File: src/rtl/key_event_ctrl.sv
// Key event controller: turns debounced key levels into SHORT/LONG/REPEAT events,
// queues one pending event per key and arbitrates both keys onto one valid/ready port.
//
// state  | meaning
// S_IDLE | key released, waiting for a press
// S_HELD | key pressed, counting ms toward the LONG threshold
// S_LONG | LONG posted, counting ms between REPEAT events
module key_event_ctrl #(
  parameter int TICK_DIV  = 50000,
  parameter int LONG_MS   = 1000,
  parameter int REPEAT_MS = 200
) (
  input  logic       Sys_CLK,
  input  logic       Sys_RST,
  input  logic [1:0] Key_In,
  input  logic       Evt_Ready,
  output logic       Evt_Valid,
  output logic       Evt_Key,
  output logic [1:0] Evt_Code,
  output logic [1:0] Evt_Drop
);

  localparam int              TW          = (TICK_DIV > 1) ? $clog2(TICK_DIV) : 1;
  localparam logic [TW-1:0]   TICK_TC     = TW'(TICK_DIV - 1);
  localparam logic [15:0]     LONG_TC     = 16'(LONG_MS);
  localparam logic [15:0]     REPEAT_TC   = 16'(REPEAT_MS);
  localparam logic [1:0]      CODE_SHORT  = 2'b01;
  localparam logic [1:0]      CODE_LONG   = 2'b10;
  localparam logic [1:0]      CODE_REPEAT = 2'b11;

  typedef enum logic [1:0] {S_IDLE, S_HELD, S_LONG} key_state_t;

  logic [1:0]    sync1, sync2, lvl_d;
  logic [1:0]    rise, fall;
  logic [TW-1:0] tick_cnt;
  logic          tick;

  key_state_t    state   [2];
  logic [15:0]   ms_cnt  [2];
  logic [15:0]   cnt_inc [2];
  logic [1:0]    post;
  logic [1:0]    post_code [2];

  logic [1:0]    slot_vld;
  logic [1:0]    slot_code [2];
  logic          last_gnt;
  logic          load_out, gnt_en, gnt_key;
  logic [1:0]    gnt;

  always_ff @(posedge Sys_CLK or posedge Sys_RST) begin
    if (Sys_RST) begin
      sync1 <= '0;
      sync2 <= '0;
      lvl_d <= '0;
    end else begin
      sync1 <= Key_In;
      sync2 <= sync1;
      lvl_d <= sync2;
    end
  end

  assign rise = sync2 & ~lvl_d;
  assign fall = ~sync2 & lvl_d;

  assign tick = (tick_cnt == TICK_TC);

  always_ff @(posedge Sys_CLK or posedge Sys_RST) begin
    if (Sys_RST) tick_cnt <= '0;
    else         tick_cnt <= tick ? '0 : tick_cnt + TW'(1);
  end

  // Release is checked before the threshold so a same-cycle release wins.
  always_comb begin
    post = '0;
    for (int k = 0; k < 2; k++) begin
      cnt_inc[k]   = ms_cnt[k] + 16'd1;
      post_code[k] = CODE_SHORT;
      case (state[k])
        S_HELD: begin
          if (fall[k]) begin
            post[k] = 1'b1;
          end else if (tick && cnt_inc[k] == LONG_TC) begin
            post[k]      = 1'b1;
            post_code[k] = CODE_LONG;
          end
        end
        S_LONG: begin
          if (!fall[k] && tick && cnt_inc[k] == REPEAT_TC) begin
            post[k]      = 1'b1;
            post_code[k] = CODE_REPEAT;
          end
        end
        default: ;
      endcase
    end
  end

  always_ff @(posedge Sys_CLK or posedge Sys_RST) begin
    if (Sys_RST) begin
      for (int k = 0; k < 2; k++) begin
        state[k]  <= S_IDLE;
        ms_cnt[k] <= '0;
      end
    end else begin
      for (int k = 0; k < 2; k++) begin
        case (state[k])
          S_IDLE: begin
            if (rise[k]) begin
              state[k]  <= S_HELD;
              ms_cnt[k] <= '0;
            end
          end
          S_HELD: begin
            if (fall[k]) begin
              state[k] <= S_IDLE;
            end else if (tick) begin
              if (cnt_inc[k] == LONG_TC) begin
                state[k]  <= S_LONG;
                ms_cnt[k] <= '0;
              end else begin
                ms_cnt[k] <= cnt_inc[k];
              end
            end
          end
          S_LONG: begin
            if (fall[k]) begin
              state[k] <= S_IDLE;
            end else if (tick) begin
              ms_cnt[k] <= (cnt_inc[k] == REPEAT_TC) ? '0 : cnt_inc[k];
            end
          end
          default: state[k] <= S_IDLE;
        endcase
      end
    end
  end

  // Round-robin: on a tie the key not granted last wins; a lone pending slot always wins.
  assign load_out = ~Evt_Valid | Evt_Ready;
  assign gnt_key  = (slot_vld == 2'b11) ? ~last_gnt : slot_vld[1];
  assign gnt_en   = load_out & (|slot_vld);
  assign gnt      = gnt_en ? (gnt_key ? 2'b10 : 2'b01) : 2'b00;

  always_ff @(posedge Sys_CLK or posedge Sys_RST) begin
    if (Sys_RST) begin
      slot_vld <= '0;
      Evt_Drop <= '0;
      for (int k = 0; k < 2; k++) slot_code[k] <= '0;
    end else begin
      for (int k = 0; k < 2; k++) begin
        if (post[k]) begin
          if (!slot_vld[k] || gnt[k]) begin
            slot_vld[k]  <= 1'b1;
            slot_code[k] <= post_code[k];
          end
        end else if (gnt[k]) begin
          slot_vld[k] <= 1'b0;
        end
      end
      Evt_Drop <= post & slot_vld & ~gnt;
    end
  end

  always_ff @(posedge Sys_CLK or posedge Sys_RST) begin
    if (Sys_RST) begin
      Evt_Valid <= 1'b0;
      Evt_Key   <= 1'b0;
      Evt_Code  <= 2'b00;
      last_gnt  <= 1'b1;
    end else if (gnt_en) begin
      Evt_Valid <= 1'b1;
      Evt_Key   <= gnt_key;
      Evt_Code  <= slot_code[gnt_key];
      last_gnt  <= gnt_key;
    end else if (Evt_Ready) begin
      Evt_Valid <= 1'b0;
    end
  end

endmodule

File: config.mk
export PLATFORM = sky130hd
export DESIGN_NAME = key_event_ctrl
export DESIGN_NICKNAME = d
export VERILOG_FILES = /design/src/rtl/key_event_ctrl.sv
export SDC_FILE = /design/constraint.sdc
export NUM_CORES = 1
export LEC_CHECK = 0
export ABC_CLOCK_PERIOD_IN_PS = 2900
export CORE_MARGIN = 3
export CORE_UTILIZATION = 53
export CTS_BUF_LIST = sky130_fd_sc_hd__clkbuf_8 sky130_fd_sc_hd__clkbuf_16
export DETAILED_ROUTE_END_ITERATION = 6
export MAX_ROUTING_LAYER = met4
export PLACE_DENSITY_LB_ADDON = 0.08
export SETUP_SLACK_MARGIN = 0.1
export SYNTH_ARGS = -nofsm -noshare
export SYNTH_HDL_FRONTEND = slang
export SYNTH_SLANG_ARGS = --single-unit
File: constraint.sdc
create_clock -name Sys_CLK -period 2.9 [get_ports Sys_CLK]
set_input_delay 0.435 -clock Sys_CLK [delete_from_list [all_inputs] [get_ports Sys_CLK]]
set_output_delay 0.435 -clock Sys_CLK [all_outputs]
set_load 0.005 [all_outputs]
==> results.json <==
{
  "ios": 11,
  "final.setup.tns_ns": 0,
  "synth_flop_cell": "dfrtp_1",
  "cp_num_buf_inv": 1,
  "vias": 3497,
  "fin_skew_ns": 0.0102,
  "die_area_um2": 8940,
  "ir_worst_vdd_uv": 421,
  "grt_overflow": 0,
  "relSlewSlack_pct": 59.8,
  "grt_pass1_vias": 3395,
  "ant_nets": 0,
  "grt_pass1_wl_um": 15800,
  "io_buffers": 10,
  "path_cells": "buf_4 > and4_1 > nand4_1 > xnor2_1 > or4_1 > o31ai_1 > o21ai_1 > nor2b_1 > mux2i_1",
  "synthTopCellsByArea": "dfrtp_1 42%, nand2_1 3.7%, o21ai_0 3.4%, nand3_1 3.3%, ha_1 3.0%",
  "synth_cells": 454,
  "postCtsHoldBufs": 0,
  "pwr_density_cell_nw_per_um2": 577,
  "setup_viol_count_final": 0,
  "path_delay_family": "simple AND/OR/NAND/NOR gates",
  "multi_input_area_um2": 2300,
  "start_kind": "flip-flop",
  "first_pass_iters": 5,
  "grt.total_usage_pct": 22.7,
  "pre_cts_ws_ns": 0.151,
  "grt_max_degree": 33,
  "rr_startpoint": "ms_cnt[21]$_DFFE_PP0P_",
  "seqCellArea_um2": 1780,
  "clock-sinks": 71,
  "async_reset_ff_share_pct": 100,
  "cts_buffer_depth": 2,
  "synth-edff-count": 0,
  "p_leak_nw": 2.10,
  "synth_cell_types": 62,
  "antenna_found_initial": 0,
  "cts_root_buffer": "clkbuf_8",
  "ys_seq_area_share_pct": 42.8,
  "avgRoutedWirePerCell_um": 15.0,
  "via_per_inst": 5.91,
  "period_needed_ns": 2.68,
  "final.period_utilization_pct": 92.4,
  "num_antenna_cells": 0,
  "rsz0062_at_grt": "true",
  "crit_arrival_ns": 2.95,
  "synth_top_area_cell": "dfrtp_1",
  "htreeDepth": 3,
  "totalWireLength_um": 8900,
  "syn_area_um2": 4160,
  "worstSetupEndpointType": "flip-flop",
  "crit_type": "flip-flop to flip-flop",
  "cts_tree": "done",
  "slew_viol_final": 0,
  "fillers": 637,
  "cts_buffers": 9,
  "min-delay-start": "sync1[0]$_DFF_PP0_",
  "syn_to_final_growth_pct": 15.5,
  "synth_nets": 469,
  "avgSynthCellArea_um2": 9.16,
  "fin_ws_ns": 0.219,
  "gp_congestion": 0.838,
  "status": "complete, no violations",
  "clock_latency_ns": 0.35,
  "drive_gt1_share_pct": 15.8,
  "critPathSlowestCell": "or4_1",
  "critical_path.max_fanout": 8,
  "crit_start": "ms_cnt[21]$_DFFE_PP0P_",
  "nNetsFinal": 503,
  "grt_use_met2_pct": 35.8,
  "finalHoldViolations": 0,
  "fp.coreArea_um2": 7450,
  "synth_top_area_share_pct": 42.1,
  "chipHeight_um": 94.6,
  "slowest_delay_ns": 0.52,
  "fmax_ghz": 0.373,
  "top_usage_layer": "met2",
  "holdWs_ns": 0.360,
  "drc": 0,
  "rows": 31,
  "initial_core_util_pct": 55.8,
  "hp-class": "flip-flop to flip-flop",
  "ys_seq_elements": 71,
  "worstMarginPinSlew_ns": 0.603,
  "grt.met3_usage_pct": 4.46,
  "die_x_um": 94.6,
  "ys_warn_count": 0,
  "cts.clk_slew.worst_paths_ns": 0.08,
  "cp.required_ns": 3.17,
  "maxCapViolCount": 0,
  "place_hpwl_um": 6370,
  "met1_usage_pct": 30.2,
  "final_core_util_pct": 64.5,
  "drtIter0Drc": 123
}
logic make-up after synthesis:
logic type / after synthesis / synth area share (%)
mux: 9 / 2.26
fa+ha+maj: 10 / 3.01
flops: 71 / 42.8
xor+xnor: 17 / 3.58
buf+inv: 35 / 3.52
compound gates: 109 / 18.3
simple gates: 203 / 26.6
report_power, final:
group	total, mW	switching, mW	internal [mW]
clock network	0.797	0.398	0.399
registers	1.20	0.0868	1.11
logic	0.773	0.440	0.333
cell usage in the layout, fill, tap and decap left out, types with 10 or more instances in the layout:
master           Yosys  layout
a22o_1              12      12
buf_4                0      26
and3_1              12      12
nand3_1             27      25
nor2_1              32      32
a21oi_1             24      24
inv_1               20      20
nor2b_1             10      10
dfrtp_1             70      67
o21ai_0             28      28
nand2_1             41      40
clkdlybuf4s50_1      0      10
stage by stage:
| stage | instances | power [mW] | instance area [um^2] |
|---|---|---|---|
| finish | 592 | 2.77 | 4800 |
| global placement | 575 | 1.95 | 4520 |
| detailed placement | 575 | 1.98 | 4520 |
| global route | 592 | 2.94 | 4800 |
| floorplan | 454 | 1.73 | 4160 |
| CTS | 591 | 2.78 | 4720 |
per-layer routing:
| layer | up-vias | wire, um |
|---|---|---|
| li1 | 1729 | - |
| met1 | 1684 | 4210 |
| met2 | 74 | 4180 |
| met3 | 10 | 392 |
| met4 | 0 | 119 |
| met5 | - | 0 |
flip-flops by register name, summed over array words and instances (netlist names), 2 cells and up:
register,cells
Evt_Code,2
Evt_Drop,2
lvl_d,2
ms_cnt,32
slot_code,4
slot_vld,2
state,4
sync1,2
sync2,2
tick_cnt,16
cell type report:
type | count | area share, %
Multi-Input combinational cell | 348 | 47.9
Sequential cell | 71 | 37.1
Timing Repair Buffer | 38 | 6.80
Clock buffer | 9 | 2.58
Tap cell | 99 | 2.58
Inverter | 20 | 1.56
Clock inverter | 7 | 1.49
final timing paths:
path | to | slack, ns | cells after the start
max | slot_code[2]$_DFFE_PP0P_ | 0.22 | 9
min | sync2[0]$_DFF_PP0_ | 0.36 | 0
max reg2reg | slot_code[2]$_DFFE_PP0P_ | 0.22 | 9
min reg2reg | sync2[0]$_DFF_PP0_ | 0.36 | 0
max in group asynchronous | last_gnt$_DFFE_PP1P_ | 1.78 | 3
min in group asynchronous | tick_cnt[2]$_DFF_PP0_ | 0.48 | 2
synthesized netlist by cell type, drive strengths merged (3+ instances only):
cell type and number:
or4 4, ha 10, mux2i 6, clkbuf 9, nor3 9, and3 12
xor2 8, nor4 13, xnor2 9, nand2 41, buf 6, mux2 3
dfrtp 70, nand2b 8, o21ai 32, inv 20, o21bai 3, a21oi 24
o31ai 5, nor2b 10, a22o 12, nand4 10, o22ai 3, nor4bb 3
a31oi 4, a211oi 3, a221o 3, nand3 28, a21o 7, or2 4
or3 9, nor2 33, and2 8
repair_timing:
| item | CTS | global route |
|---|---|---|
| gates resized for setup | 0 | 18 |
| buffers inserted | 0 | 1 |
| endpoints found under the setup margin | 0 | 33 |
Note: power is estimated with default switching activity, not from simulation.
